==> config.mk <==
export PLATFORM = sky130hd
export DESIGN_NAME = cpu_run_controller
export DESIGN_NICKNAME = d
export VERILOG_FILES = /design/src/rtl/cpu_run_controller.sv
export SDC_FILE = /design/constraint.sdc
export NUM_CORES = 1
export LEC_CHECK = 0
export CAP_MARGIN = 40
export CORE_MARGIN = 2
export CORE_UTILIZATION = 48
export CTS_CLUSTER_SIZE = 24
export DETAILED_ROUTE_END_ITERATION = 8
export GPL_TIMING_DRIVEN = 0
export HOLD_SLACK_MARGIN = 0.05
export PLACE_DENSITY = 0.83
export SKIP_LAST_GASP = 1
export SYNTH_ARGS = -nofsm -noshare
export SYNTH_HDL_FRONTEND = slang
export SYNTH_SLANG_ARGS = --single-unit
==> constraint.sdc <==
create_clock -name clk -period 4.31 [get_ports clk]
set_input_delay 0.6465 -clock clk [delete_from_list [all_inputs] [get_ports clk]]
set_output_delay 0.6465 -clock clk [all_outputs]
set_load 0.01 [all_outputs]
==> src/rtl/cpu_run_controller.sv <==
// Run controller for the 16-bit core: reset hold, run until halt or budget, drain,
// then stream a data-memory window out; PC-watch trace words share the output slot.
module cpu_run_controller #(
    parameter int                DATA_W       = 16,
    parameter int                ADDR_W       = 16,
    parameter int                RESET_CYCLES = 4,
    parameter int                DRAIN_CYCLES = 10,
    parameter logic [DATA_W-1:0] HALT_OP0     = 16'hE000,
    parameter logic [DATA_W-1:0] HALT_OP1     = 16'hE7FF,
    parameter int                CNT_W        = 32
) (
    input  logic              clk,
    input  logic              reset,
    input  logic              start,
    input  logic [CNT_W-1:0]  max_cycles,
    input  logic [ADDR_W-1:0] dump_base,
    input  logic [ADDR_W-1:0] dump_len,
    input  logic              skip_zero,
    input  logic              watch_en,
    input  logic [ADDR_W-1:0] watch_pc,
    input  logic [DATA_W-1:0] watch_data,
    input  logic [DATA_W-1:0] instr,
    input  logic [ADDR_W-1:0] pc,
    output logic              cpu_reset,
    output logic              mem_rd_en,
    output logic [ADDR_W-1:0] mem_rd_addr,
    input  logic [DATA_W-1:0] mem_rd_data,
    output logic              out_valid,
    input  logic              out_ready,
    output logic [DATA_W-1:0] out_data,
    output logic [ADDR_W-1:0] out_addr,
    output logic              out_is_trace,
    output logic [CNT_W-1:0]  cycle_count,
    output logic              busy,
    output logic              done,
    output logic              timed_out,
    output logic              trace_overflow
);
    typedef enum logic [2:0] {IDLE, RST_HOLD, RUN, DRAIN, DUMP, DONE} state_t;

    typedef struct packed {
        logic [CNT_W-1:0]  max_cycles;
        logic [ADDR_W-1:0] base;
        logic [ADDR_W-1:0] len;
        logic              skip_zero;
    } cfg_t;

    localparam int HOLD_W = 16;
    localparam logic [HOLD_W-1:0] RST_LAST = HOLD_W'(RESET_CYCLES - 1);
    localparam logic [HOLD_W-1:0] DRN_LAST = HOLD_W'((DRAIN_CYCLES > 0) ? DRAIN_CYCLES - 1 : 0);

    state_t            state, state_n;
    cfg_t              cfg;
    logic [HOLD_W-1:0] hold_cnt;
    logic [ADDR_W-1:0] rd_cnt;
    logic              rd_pend;
    logic [ADDR_W-1:0] rd_addr_q;

    logic is_halt, budget_hit, out_xfer, slot_free, trace_hit, rd_keep, rd_done, start_ok;

    always_comb begin
        is_halt    = (instr == HALT_OP0) || (instr == HALT_OP1);
        budget_hit = (cfg.max_cycles != '0) && ((cycle_count + CNT_W'(1)) == cfg.max_cycles);
        out_xfer   = out_valid && out_ready;
        slot_free  = !out_valid || out_ready;
        trace_hit  = (state == RUN || state == DRAIN) && watch_en && (pc == watch_pc);
        // a returning read is kept unless zero-skipping drops it
        rd_keep    = rd_pend && !(cfg.skip_zero && mem_rd_data == '0);
        rd_done    = (rd_cnt == cfg.len);
        start_ok   = (state == IDLE || state == DONE) && start;
        mem_rd_en  = (state == DUMP) && !rd_pend && !rd_done && slot_free;
        mem_rd_addr = cfg.base + rd_cnt;
        cpu_reset  = !(state == RUN || state == DRAIN);
        busy       = !(state == IDLE || state == DONE);
        done       = (state == DONE);

        state_n = state;
        case (state)
            IDLE, DONE: if (start) state_n = RST_HOLD;
            RST_HOLD:   if (hold_cnt == RST_LAST) state_n = RUN;
            RUN:        if (is_halt || budget_hit) state_n = (DRAIN_CYCLES == 0) ? DUMP : DRAIN;
            DRAIN:      if (hold_cnt == DRN_LAST) state_n = DUMP;
            // finish once everything is read and the last word is gone or dropped
            DUMP:       if (rd_done && (rd_pend ? !rd_keep : slot_free)) state_n = DONE;
            default:    state_n = IDLE;
        endcase
    end

    always_ff @(posedge clk) begin
        if (reset) begin
            state          <= IDLE;
            cfg            <= '0;
            hold_cnt       <= '0;
            rd_cnt         <= '0;
            rd_pend        <= 1'b0;
            rd_addr_q      <= '0;
            out_valid      <= 1'b0;
            out_data       <= '0;
            out_addr       <= '0;
            out_is_trace   <= 1'b0;
            cycle_count    <= '0;
            timed_out      <= 1'b0;
            trace_overflow <= 1'b0;
        end else begin
            state    <= state_n;
            hold_cnt <= (state_n == state) ? hold_cnt + HOLD_W'(1) : '0;
            rd_pend  <= mem_rd_en;
            if (mem_rd_en) begin
                rd_addr_q <= mem_rd_addr;
                rd_cnt    <= rd_cnt + ADDR_W'(1);
            end
            if (start_ok) begin
                cfg.max_cycles <= max_cycles;
                cfg.base       <= dump_base;
                cfg.len        <= dump_len;
                cfg.skip_zero  <= skip_zero;
                rd_cnt         <= '0;
                cycle_count    <= '0;
                timed_out      <= 1'b0;
                trace_overflow <= 1'b0;
            end
            if (state == RUN) begin
                if (cycle_count != '1) cycle_count <= cycle_count + CNT_W'(1);
                if (!is_halt && budget_hit) timed_out <= 1'b1;
            end
            if (out_xfer) out_valid <= 1'b0;
            if (trace_hit) begin
                if (slot_free) begin
                    out_valid    <= 1'b1;
                    out_data     <= watch_data;
                    out_addr     <= pc;
                    out_is_trace <= 1'b1;
                end else begin
                    trace_overflow <= 1'b1;
                end
            end
            if (state == DUMP && rd_keep) begin
                out_valid    <= 1'b1;
                out_data     <= mem_rd_data;
                out_addr     <= rd_addr_q;
                out_is_trace <= 1'b0;
            end
        end
    end
endmodule

=== Word-level counts from Yosys, hierarchy flattened ===
Cells that the tools add are included.

* Register bits: 185
* Input port bits: 150
* Output and inout bits: 88
* Logic and storage cells: 98

* Add/sub/neg operators: 4
* Equal/unequal tests: 14
* Multiplexer cells: 26
* Bitwise logic cells: 1
* Reductions and logical operators: 37

{| class="wikitable"
|+ Operators with widths
! cell !! number
|-
| $mux W16 || 6
|-
| $mux W32 || 3
|-
| $add A16 B1 Y16 const B || 2
|-
| $add A32 B1 Y32 const B || 1
|-
| $eq A16 B16 Y1 || 2
|-
| $eq A16 B16 Y1 const B || 2
|-
| $eq A32 B32 Y1 || 1
|-
| $ne A32 B32 Y1 const B || 1
|-
| $reduce_bool A32 Y1 || 1
|-
| $add A16 B16 Y16 || 1
|-
| $eq A16 B2 Y1 const B || 1
|-
| $eq A16 B4 Y1 const B || 1
|-
| $logic_not A16 Y1 || 1
|-
| $mux W3 || 5
|-
| $pmux W3 S5 || 1
|-
| $logic_and A1 B1 Y1 || 13
|-
| $mux W1 || 11
|-
| $logic_not A1 Y1 || 8
|-
| $reduce_or A2 Y1 || 4
|-
| $eq A3 B2 Y1 const B || 2
|-
| $eq A3 B3 Y1 const B || 2
|-
| $logic_or A1 B1 Y1 || 5
|-
| $reduce_and A2 Y1 || 2
|-
| $reduce_bool A2 Y1 || 2
|-
| other kinds (4) || 4
|}

=== Depth between registers and ports, before layout ===
Gate-level depths: netlist of run 1.

* Word-level depth: 12
* Mapped depth: 11
* Depth with buffers taken out: 11

=== Worst setup path after synthesis of run 1 ===
No wires, ideal clock.

* Kind: register to register
* Start point: register cycle_count[0]
* End point: register hold_cnt[10]
* Setup time: 0.133 ns
* Arrival: 3.522 ns
* Setup slack: 0.655 ns
* Stages on the path, launching flop included: 11
* Cells stage by stage: dfxtp_1 ha_1 nand3_2 nor4_1 nand4_1 xnor2_1 or4_1 or4_4 o311ai_4 buf_4 a21oi_1

* Word-level cells in the longest chain between the ends: 9

{| class="wikitable"
|+ RTL lines
! what !! line !! RTL
|-
| start: declaration || 33 || <nowiki>output logic [CNT_W-1:0] cycle_count,</nowiki>
|-
| start signal: assignment || 123 || <nowiki>if (cycle_count != '1) cycle_count <= cycle_count + CNT_W'(1);</nowiki>
|-
| $add A32 B1 Y32 || 63 || <nowiki>budget_hit = (cfg.max_cycles != '0) && ((cycle_count + CNT_W'(1)) == cfg.max_cycles);</nowiki>
|-
| $eq A32 B32 Y1 || 63 ||
|-
| $logic_and A1 B1 Y1 || 63 ||
|-
| $logic_or A1 B1 Y1 || 81 || <nowiki>RUN: if (is_halt || budget_hit) state_n = (DRAIN_CYCLES == 0) ? DUMP : DRAIN;</nowiki>
|-
| $mux W3 || 81 ||
|-
| $pmux W3 S5 || 78 || <nowiki>case (state)</nowiki>
|-
| $eq A3 B3 Y1 || 106 || <nowiki>hold_cnt <= (state_n == state) ? hold_cnt + HOLD_W'(1) : '0;</nowiki>
|-
| $not A1 Y1 (no line) || -- ||
|-
| $reduce_or A2 Y1 (no line) || -- ||
|-
| end signal: assignment || 106 ||
|-
| end: declaration || 54 || <nowiki>logic [HOLD_W-1:0] hold_cnt;</nowiki>
|}

Every way passes these cells.
A chain may end at the register's enable or synchronous reset.

=== Worst setup path after layout of run 1 ===
* Start point: register rd_cnt[0]
* End point: output port mem_rd_addr[14]

* Word-level cells in the longest chain between the ends: 1

{| class="wikitable"
|+ RTL lines
! what !! line !! RTL
|-
| start: declaration || 55 || <nowiki>logic [ADDR_W-1:0] rd_cnt;</nowiki>
|-
| start signal: assignment || 110 || <nowiki>rd_cnt <= rd_cnt + ADDR_W'(1);</nowiki>
|-
| $add A16 B16 Y16 || 72 || <nowiki>mem_rd_addr = cfg.base + rd_cnt;</nowiki>
|-
| end: declaration || 26 || <nowiki>output logic [ADDR_W-1:0] mem_rd_addr,</nowiki>
|}

Every way passes these cells.

==> results of run 1 <==
## where the power goes
group	switching [mW]	internal (mW)	total [mW]	leakage, nW
registers	0.0861	1.80	1.88	1.50
logic	0.641	0.434	1.08	2.88
clock network	0.715	0.761	1.48	0.256
## kinds of logic (layout without fill, tap and decap cells)
logic type / Yosys count / count (layout) / share of synthesized area (%)
AOI/OAI and AO/OA: 273 / 273 / 16.33
xor gates and xnor gates: 116 / 116 / 9.972
adders and majority gates: 20 / 20 / 2.530
buffers and inverters: 98 / 365 / 3.905
DFF: 185 / 185 / 36.35
muxes: 45 / 45 / 4.421
and+or+nand+nor: 555 / 555 / 26.49
## per-stage QoR
stage / utilization (%) / cell area [um^2] / instances / hold WS [ps]
6_report: 64.15 / 13440 / 1834 / 465.6
5_1_grt: 64.15 / 13440 / 1834 / 484.4
3_3_place_gp: 61.54 / 12890 / 1803 / 449.2
2_1_floorplan: - / 10190 / 1292 / 431.6
3_5_place_dp: 61.56 / 12900 / 1804 / 456.4
4_1_cts: 64.11 / 13430 / 1835 / 466.6
## flip-flops by register name (all words and copies together) (netlist names), 3 cells and up
name,cells
out_data,16
rd_cnt,16
cycle_count,32
rd_addr_q,16
hold_cnt,16
state,3
cfg,65
out_addr,16
## per-layer routing
| metal | GRT usage, % | wire length, um | vias to the layer above |
|---|---|---|---|
| met5 | 0 | 0 | - |
| met4 | 9.575 | 765 | 0 |
| met3 | 4.482 | 2980 | 55 |
| met2 | 49.98 | 16000 | 467 |
| met1 | 38.89 | 14190 | 4975 |
| li1 | - | - | 5105 |
## area by class of cell
class	count	area, um^2	share of cell area (%)
Multi-Input combinational cell	1009	6098	45.37
Sequential cell	185	3704	27.55
Timing Repair Buffer	237	2367	17.61
Clock buffer	20	446.7	3.323
Tap cell	275	344.1	2.560
Buffer	81	334.1	2.485
Clock inverter	11	87.58	0.6516
Inverter	16	60.06	0.4468
## worst min-delay path by stage
stage,from,to,slack (ps),depth (start not counted)
4_1_cts,cfg[31]$_SDFFE_PP0P_,cfg[31]$_SDFFE_PP0P_,470,2
3_5_place_dp,cfg[28]$_SDFFE_PP0P_,cfg[28]$_SDFFE_PP0P_,460,2
5_1_grt,cfg[22]$_SDFFE_PP0P_,cfg[22]$_SDFFE_PP0P_,480,2
2_1_floorplan,cfg[0]$_SDFFE_PP0P_,cfg[0]$_SDFFE_PP0P_,430,2
3_3_place_gp,cfg[27]$_SDFFE_PP0P_,cfg[27]$_SDFFE_PP0P_,450,2
6_report,cfg[31]$_SDFFE_PP0P_,cfg[31]$_SDFFE_PP0P_,470,2
## critical path, delay by kind of cell, from the launching register on
family / cells / cell delay [ps]
XOR/XNOR: 1 / 110
buffers and inverters: 2 / 660
flip-flops: 1 / 480
AO/OA/AOI/OAI: 5 / 1030
AND/OR/NAND/NOR: 1 / 130
adder cells (fa/ha/maj): 2 / 670
## placed cells by master (no fill, tap or decap), types with 34 or more instances in the layout
cell | Yosys | routed
mux2i_1 | 45 | 45
clkbuf_1 | 59 | 61
nor2_1 | 129 | 129
a211oi_1 | 41 | 40
xor2_1 | 34 | 34
nand2_1 | 182 | 182
dfxtp_1 | 185 | 185
o21ai_0 | 37 | 36
xnor2_1 | 82 | 82
nand3_1 | 37 | 37
or3_1 | 38 | 38
clkdlybuf4s50_1 | 0 | 236
a21oi_1 | 136 | 136
nand4_1 | 34 | 34
==> reports/qor.txt, run 1 <==
Status: finished, final reports clean
DR vias: 10,600
Core area: 20,960 um^2
Fillers: 1,827
Post-CTS sizing: 0
Dominant cell by count in the synthesized netlist: dfxtp_1
# diodes: 0
Final Wtd Congestion: 0.9618
Worst R2R Path Depth: 10
Hold Path Class: register to register
Worst Max-Slew Pin Slew: 919.6 ps
CTS Hold Bufs: 0
Worst endpoint required time: 3660 ps
Worst Setup EP: mem_rd_addr[14]
Ys async rst share: 0%
Top Ports: 238
Remaining global-route overflow: 0
Post-synthesis sequential area ratio: 36.35%
Synth Warn #: 0
Die H: 149.7 um
GRT Total Usage: 29.61%
Pre-CTS WS: 178.9 ps
Drt wl/cell: 18.50 um
Nets: 1,717
Slowest cell on the critical path: clkdlybuf4s50_1
Starting density of the core: 48.62%
Crit-path cells: ha_1, inv_1, fa_1, nor2b_1, o21a_1, o21ai_0, a211oi_2, o31a_1, a31o_2, xnor2_1, clkdlybuf4s50_1
First-pass GRT wire length: 52.18 mm
Minimum clock period: 4153 ps
Port buffer count: 236
RSZ-0062 raised after global routing: yes
CP Max Fanout: 5
Vias per Instance: 5.781
CTS root buffer: clkbuf_16
R2R Setup Slk: 280 ps
Worst Slack Setup Final: 157.3 ps
Fin. Hold Viols: 0
Detail Route Antenna Nets: 0
Iter 0 DRT Violations: 779
Cell variety after synth: 64
Hpwl dp: 26.23 mm
Worst setup EP type: primary output
Worst IR Drop VDD: 0.2650 mV
Headroom to the max-slew limit: 38.13%
Rows: 53
Reg-to-Reg End: hold_cnt[12]$_SDFF_PP0_
Crit path DAT: 3510 ps
Area contributors post-synth: dfxtp_1, xnor2_1, nand2_1
Setup_tns: 0 ps
Deepest clock path buffer count: 2
Syn Area/Cell: 7.886 um^2
DRT Pass-1 Iters: 5
Max stage delay on crit path: 590 ps
Worst-Skew Late Latency: 440 ps
Total die area: 22,410 um^2
Synth area leader: dfxtp_1
Cell Area, Synth: 10,190 um^2
Vias in the first global route: 10,010
Layout area overhead: 31.93%
Critical R2R Launch: cycle_count[0]$_SDFF_PP0_
Setup crit start: rd_cnt[0]$_SDFFE_PP0P_
Maxcap violations: 0
Commonest cells in the netlist: dfxtp_1, nand2_1, a21oi_1, nor2_1, xnor2_1
Max Clk Rate: 240.8 MHz
Max-slew violation total from the final report: 0
Post-CTS setup buffer count: 0
Layout cells sized above 1: 4.105%
Initial antenna violation count: 0
Top_reg_cell synth: dfxtp_1
DRC: 0
Post-Syn Instances: 1,292
Setup violators final: 0
P_leak: 4.637 nW
TritonCTS Sinks: 185
Post-synth EDFFs: 0
Clock transition at the registers of the reported paths: 70 ps
CTS tree: built
Die Span X: 149.7 um
Tcrit/Tclk final: 96.35%
Synth top area share: 36.35%
PwrDens: 329.7 nW/um^2
# H-tree levels: 4
Routed WL: 33.93 mm
Flops & latches, synth: 185
Crit start category: register
Kind of critical path: register to primary output
Pwr Total: 4.432 mW
CTS buffer count: 17
Clk_skew: 14.94 ps
Synthesized Nets: 1,462
Largest net degree at the start of global routing: 17
No activity file was read; power rests on OpenSTA's default activity.
==> run 2, diff against run 1 <==
--- a/config.mk
+++ b/config.mk
@@ -5,6 +5,7 @@
 export SDC_FILE = /design/constraint.sdc
 export NUM_CORES = 1
 export LEC_CHECK = 0
+export ABC_AREA = 1
 export CAP_MARGIN = 40
 export CORE_MARGIN = 2
 export CORE_UTILIZATION = 48
==> run 2 against run 1 <==
  * Synthesized area is 0.38% higher
  * Routed wire length increased by 3.6%
  * Clock power grew 8%
  * Largest power group unchanged
  * First-iteration DRC count increased by 26%
  * Critical path depth rose by 5
  * Combinational power down 44%
==> reports/qor.txt, run 2 <==
Largest net degree at the start of global routing: 17 (unchanged)
Headroom to the max-slew limit: 54.69% (+17 points)
Flops & latches, synth: 185 (unchanged)
Commonest cells in the netlist: nand2_1, nor2_1, dfxtp_1, o21ai_0, inv_1
GRT Total Usage: 30.86% (+1.3 points)
Syn Area/Cell: 6.620 um^2 (-16%)
Port buffer count: 236 (unchanged)
Post-synthesis sequential area ratio: 36.21% (-0.14 points)
Worst endpoint required time: 3660 ps (about the same)
Worst Hold Depth: 2 (unchanged)
Layout cells sized above 1: 4.079% (-0.026 points)
Post-synth EDFFs: 0 (unchanged)
Critical R2R Launch: cycle_count[0]$_SDFF_PP0_
Minimum clock period: 4126 ps (-26.44 ps)
Synth top area share: 36.21% (-0.14 points)
Vias per Instance: 5.462 (-5.5%)
Layout area overhead: 32.38%
Multi-input gate area: 5703 um^2 (-6.5%)
# placed instances: 2,056 (+14%)
Synth Warn #: 0 (unchanged)
Crit path depth: 16 (+5)
TritonCTS Sinks: 185 (unchanged)
Drt wl/cell: 16.84 um (-9.0%)
Setup crit start: rd_cnt[0]$_SDFFE_PP0P_
Nets: 1,972 (+15%)
Slowest cell on the critical path: clkdlybuf4s50_1
Total die area: 22,490 um^2 (+0.37%)
Iter 0 DRT Violations: 982 (+26%)
Detail Route Antenna Nets: 0 (unchanged)
PwrDens: 298.3 nW/um^2 (-9.5%)
Top delay family on crit path: simple AND/OR/NAND/NOR gates
# H-tree levels: 4 (unchanged)
Kind of critical path: register to primary output
Max Clk Rate: 242.3 MHz (+0.64%)
Remaining global-route overflow: 0 (unchanged)
Dpl cell area: 12,930 um^2 (+0.26%)
Dominant cell by count in the synthesized netlist: nand2_1
DRT Pass-1 Iters: 7 (+2)
Starting density of the core: 48.81% (+0.19 points)
CP Max Fanout: 4 (-1)
Clock transition at the registers of the reported paths: 60 ps (about the same)
DR vias: 11,410 (+7.6%)
Post-Syn Instances: 1,545 (+20%)
Largest registers: cfg x65, cycle_count x32
Design area: 13,540 um^2 (+0.73%)
Worst path bufs/invs: 2 (unchanged)
Worst Slack Setup Final: 183.7 ps (+26.44 ps)
Synth area leader: dfxtp_1
Hpwl dp: 27.19 mm (+3.7%)
Final Wtd Congestion: 0.9327 (-3.0%)
Setup violators final: 0 (unchanged)
Deepest clock path buffer count: 2 (unchanged)
Fin. Hold Viols: 0 (unchanged)
WHS: 466.0 ps (+0.3760 ps)
Worst-Skew Late Latency: 440 ps (about the same)
Top Ports: 238 (unchanged)
# diodes: 0 (unchanged)
Area contributors post-synth: dfxtp_1, nand2_1, nor2_1
Ys async rst share: 0% (unchanged)
CTS tree: built
Worst R2R Path Depth: 13 (+3)
Routed WL: 35.17 mm (+3.6%)
Core area: 20,960 um^2 (unchanged)
FF+latch area: 3709 um^2 (+0.14%)
Cell variety after synth: 39 (-39%)
Critical Path Most Common Cell: nand2_1
Die Span X: 150.0 um (+0.19%)
HP Start: cfg[0]$_SDFFE_PP0P_
Clk_skew: 15.47 ps (+0.5245 ps)
Most flops, register: cfg
Initial antenna violation count: 0 (unchanged)
Crit path DAT: 3480 ps (-30 ps)
Leading cell type in the layout, fill and taps excluded: nand2_1
Crit start category: register
Top_reg_cell synth: dfxtp_1
Max reg flops: 65 (unchanged)
Synthesized Nets: 1,715 (+17%)
Tcrit/Tclk final: 95.74% (-0.61 points)
DRC: 0 (unchanged)
Cell Area, Synth: 10,230 um^2 (+0.38%)
Crit-path cells: ha_1, inv_1, fa_1, nand3b_1, nand2_1, a21oi_1, o21bai_2, nand2_1, nand2_1, o21ai_0, o21ai_1, nand3_1, nand2_1, nand2_1, nand2_1, clkdlybuf4s50_1
CTS buffer count: 17 (unchanged)
Max stage delay on crit path: 550 ps (-40 ps)
Pre-CTS WS: 374.6 ps (+195.7 ps)
Fin cells: 2,089 (+14%)
Worst setup EP type: primary output
Vias in the first global route: 10,610 (+6.0%)
Layout Utilization: 64.61% (+0.47 points)
Die H: 150.0 um (+0.19%)
P_leak: 5.695 nW (+23%)
Worst IR Drop VDD: 0.2098 mV (-21%)
First-pass GRT wire length: 54.37 mm (+4.2%)
Maxcap violations: 0 (unchanged)
CTS root buffer: clkbuf_16
Worst Max-Slew Pin Slew: 679.7 ps (-239.9 ps)
Max-slew violation total from the final report: 0 (unchanged)
Fillers: 1,911 (+4.6%)
Status: finished, final reports clean
Hold Path Class: register to register
Rows: 53 (unchanged)
Most frequent cells in the layout: nand2_1, nor2_1, clkdlybuf4s50_1, dfxtp_1, o21ai_0
==> run 2: changes by cell type after synthesis, moves of 45 or more <==
cell     delta
nor2_1    +112
o21ai_0   +138
inv_1     +144
nand2_1   +160
a21oi_1    -66
xnor2_1    -74
nand3_1    +55
mux2i_1    -45
==> run 2: path summary, 6_finish.rpt <==
path                                 to  slack, ps
max                     mem_rd_addr[12]        180
min                 cfg[0]$_SDFFE_PP0P_        470
max reg2reg  cycle_count[25]$_SDFF_PP0_        930
min reg2reg         cfg[0]$_SDFFE_PP0P_        470
==> run 2: final cells by class <==
type / count / share of cell area [%]
buffer: 53 / 1.626
clock buffer: 19 / 3.271
clock inverter: 12 / 1.026
inverter: 161 / 4.464
multi-input combinational: 1146 / 42.12
sequential: 185 / 27.39
tap: 275 / 2.541
timing repair buffer: 238 / 17.56
==> run 2: worst reg2reg max path: stages, from the launching register on <==
cell and delay [ps]:
dfxtp_1 490, ha_1 260, nand2_2 130, nor2_8 190, nand2_4 100, nor2_4 220, nand4_1 190, nand2_1 320
nor2_1 240, inv_1 250, clkbuf_1 560, o21ai_0 220, nand2_1 100, inv_1 40
==> run 2: kinds of logic (layout without fill, tap and decap cells) <==
logic type / count (synthesis) / in the layout / share of synthesized area [%]
buffers and inverters: 214 / 483 / 8.062
XOR/XNOR: 63 / 63 / 5.934
flip-flops: 185 / 185 / 36.21
adder cells (fa/ha/maj): 20 / 20 / 2.520
AND/OR/NAND/NOR: 774 / 774 / 32.42
AO/OA/AOI/OAI: 289 / 289 / 14.85
==> run 2: metrics by stage <==
step                      total power [mW]  setup TNS [ps]
after detailed placement             2.471               0
after floorplan                      2.161               0
final                                4.039               0
after global placement               2.461               0
after global routing                 4.181          -86.24
after CTS                            4.033               0
==> run 2: power breakdown <==
| group | switching (mW) | internal [mW] |
|---|---|---|
| clock | 0.721 | 0.876 |
| sequential | 0.0566 | 1.78 |
| combinational | 0.324 | 0.287 |
==> run 2: repair_timing <==
item / in CTS / in global routing
buffers inserted: 0 / 2
pin swaps: 0 / 2
setup endpoints to repair: 1 / 2
resized for setup: 1 / 4
hold buffers: 0 / 0
==> run 2: metal layers <==
layer / routed length, um / global-route usage [%] / part of all wire (%) / vias to the layer above
met2: 16340 / 51.60 / 46 / 562
met4: 1143 / 11.51 / 3.3 / 0
met3: 2925 / 3.994 / 8.3 / 85
li1: - / - / - / 5544
met1: 14760 / 40.68 / 42 / 5219
met5: 0 / 0 / 0 / -
==> run 3, diff against run 2 <==
--- a/config.mk
+++ b/config.mk
@@ -8,12 +8,12 @@
 export ABC_AREA = 1
 export CAP_MARGIN = 40
 export CORE_MARGIN = 2
-export CORE_UTILIZATION = 48
+export CORE_UTILIZATION = 44
 export CTS_CLUSTER_SIZE = 24
 export DETAILED_ROUTE_END_ITERATION = 8
 export GPL_TIMING_DRIVEN = 0
 export HOLD_SLACK_MARGIN = 0.05
-export PLACE_DENSITY = 0.83
+export PLACE_DENSITY = 0.78
 export SKIP_LAST_GASP = 1
 export SYNTH_ARGS = -nofsm -noshare
 export SYNTH_HDL_FRONTEND = slang
==> run 3 against run 2 <==
  * Clock-buffer cell count did not move
  * Design area rose by 0.17%
  * Utilization fell by 4.9 points
  * Sequential share of layout area fell by 0.064 points
  * Critical endpoint unchanged
  * Largest power group unchanged
  * Highest routed layer unchanged
==> reports/qor.txt, run 3 (synthesis gave the netlist of run 2 again) <==
Core area: 22,710 um^2 (+8.4%)
CP Max Fanout: 4 (unchanged)
Port buffer count: 236 (unchanged)
Sequential power share: 45.4% (about the same)
CTS root buffer: clkbuf_16
Layout cells sized above 1: 4.240% (+0.16 points)
Multi-input gate area: 5703 um^2 (unchanged)
Total die area: 24,480 um^2 (+8.8%)
Maxcap violations: 0 (unchanged)
GRT Total Usage: 27.99% (-2.9 points)
Kind of critical path: register to primary output
CTS tree: built
GRT met3 Usage: 4.902% (+0.91 points)
Die H: 156.5 um (+4.3%)
DRT Pass-1 Iters: 6 (-1)
Clk pwr share: 39.5% (about the same)
Setup violators final: 0 (unchanged)
CTS buffer count: 17 (unchanged)
Leading cell type in the layout, fill and taps excluded: nand2_1
Met2 GRT Util: 46.34% (-5.3 points)
Detail Route Antenna Nets: 0 (unchanged)
Final Wtd Congestion: 0.9694 (+3.9%)
Worst endpoint required time: 3660 ps (about the same)
Initial antenna violation count: 2 (+2)
Crit start category: register
Most used routing layer: met2
# placed instances: 2,066 (+0.49%)
Minimum clock period: 4070 ps (-55.99 ps)
DR vias: 11,400 (-0.11%)
Pwr Total: 4.036 mW (about the same)
Starting density of the core: 45.04% (-3.8 points)
Logic gate share of total power: 15.1% (about the same)
Fillers: 2,103 (+10%)
Worst Slack Setup Final: 239.7 ps (+55.99 ps)
Rows: 55 (+3.8%)
TritonCTS Sinks: 185 (unchanged)
Drt wl/cell: 16.50 um (-2.0%)
# H-tree levels: 4 (unchanged)
Nets: 1,973 (+0.051%)
Max Clk Rate: 245.7 MHz (+1.4%)
Most flops, register: cfg
Largest registers: cfg x65, cycle_count x32
Max reg flops: 65 (unchanged)
Pre-CTS WS: 451.3 ps (+76.75 ps)
Status: finished, final reports clean
Routed WL: 34.68 mm (-1.4%)
Remaining global-route overflow: 0 (unchanged)
Vias per Instance: 5.422 (-0.72%)
Worst Max-Slew Pin Slew: 660.8 ps (-18.87 ps)
Hold Path Class: register to register
Deepest clock path buffer count: 2 (unchanged)
Fin cells: 2,102 (+0.62%)
Met1 usage: 36.36% (-4.3 points)
Worst-Skew Late Latency: 440 ps (about the same)
Clock transition at the registers of the reported paths: 70 ps (about the same)
Tcrit/Tclk final: 94.44% (-1.3 points)
Die Span X: 156.5 um (+4.3%)
DRC: 0 (unchanged)
P_leak: 5.705 nW (+0.17%)
Dpl cell area: 12,950 um^2 (about the same)
FF+latch area: 3706 um^2 (about the same)
Clk_skew: 13.89 ps (-1.576 ps)
Iter 0 DRT Violations: 946 (-3.7%)
Top Ports: 238 (unchanged)
Hpwl dp: 26.97 mm (-0.84%)
PwrDens: 297.6 nW/um^2 (-0.23%)
Max-slew violation total from the final report: 0 (unchanged)
Headroom to the max-slew limit: 55.54% (+0.85 points)
Most frequent cells in the layout: nand2_1, nor2_1, clkdlybuf4s50_1, dfxtp_1, o21ai_0
First-pass GRT wire length: 53.84 mm (-0.97%)
Setup_tns: 0 ps (unchanged)
RSZ-0062 raised after global routing: no
CTS Hold Bufs: 0 (unchanged)
Worst setup EP type: primary output
Crit path DAT: 3420 ps (-60 ps)
Worst Hold Depth: 2 (unchanged)
Switching part of the total: 27.95% (+0.69 points)
Vias in the first global route: 10,560 (-0.51%)
Psw: 1.128 mW (+2.5%)
Worst IR Drop VDD: 0.1974 mV (-5.9%)
Fin. Hold Viols: 0 (unchanged)
Worst R2R Path Depth: 13 (unchanged)
Largest net degree at the start of global routing: 18 (+1)
Layout area overhead: 32.60%
Design area: 13,560 um^2 (+0.17%)
Internal: 2.908 mW (-1.0%)
[run 3: through the flow]
step | hold slack [ps] | utilization (%)
2_1_floorplan | 424.5 | -
3_3_place_gp | 437.5 | 57.01
3_5_place_dp | 450.4 | 57.01
4_1_cts | 462.8 | 59.58
5_1_grt | 486.8 | 59.71
6_report | 467.0 | 59.72
[run 3: worst paths after layout]
kind                                  start                          to  slack (ps)
setup / recovery     rd_cnt[0]$_SDFFE_PP0P_             mem_rd_addr[12]         240
hold / removal          cfg[0]$_SDFFE_PP0P_         cfg[0]$_SDFFE_PP0P_         470
setup reg to reg  cycle_count[0]$_SDFF_PP0_  cycle_count[28]$_SDFF_PP0_        1060
hold reg to reg         cfg[0]$_SDFFE_PP0P_         cfg[0]$_SDFFE_PP0P_         470
[run 3: final cells by class]
class | instances | share of cell area (%)
Multi-Input combinational cell | 1146 | 42.05
Sequential cell | 185 | 27.33
Timing Repair Buffer | 239 | 17.58
Inverter | 161 | 4.456
Clock buffer | 19 | 3.340
Tap cell | 285 | 2.629
Buffer | 53 | 1.624
Clock inverter | 13 | 0.9687
Antenna cell | 1 | 0.01845
[run 3: worst max-delay path: stages, from the launching register on]
cell and delay (ps):
dfxtp_2 400, ha_1 180, inv_1 60, fa_1 400
nand3b_1 170, nand2_1 110, a21oi_1 90, o21bai_2 200
nand2_1 70, nand2_1 50, o21ai_0 130, o21ai_1 220
nand3_1 120, nand2_1 70, nand2_1 60, nand2_1 110
clkdlybuf4s50_1 550
[run 3: power by group through the flow]
| stage | Sequential (mW) | Combinational (mW) | Clock (mW) |
|---|---|---|---|
| final | 1.83 | 0.610 | 1.59 |
| after global placement | 1.87 | 0.594 | 0 |
| after detailed placement | 1.87 | 0.600 | 0 |
| after global routing | 1.84 | 0.669 | 1.68 |
| after floorplan | 1.85 | 0.310 | 0 |
| after CTS | 1.83 | 0.606 | 1.61 |
[run 3: what timing repair did]
action	CTS	global route
gates resized for setup	1	3
pin swaps	0	2
endpoints found under the setup margin	1	2
setup buffers	0	3
[run 3: per-layer routing]
metal  up-vias  share of wire, %
li1       5552                 -
met1      5255                42
met2       506                46
met3        85               7.8
met4         0               3.4
met5         -                 0
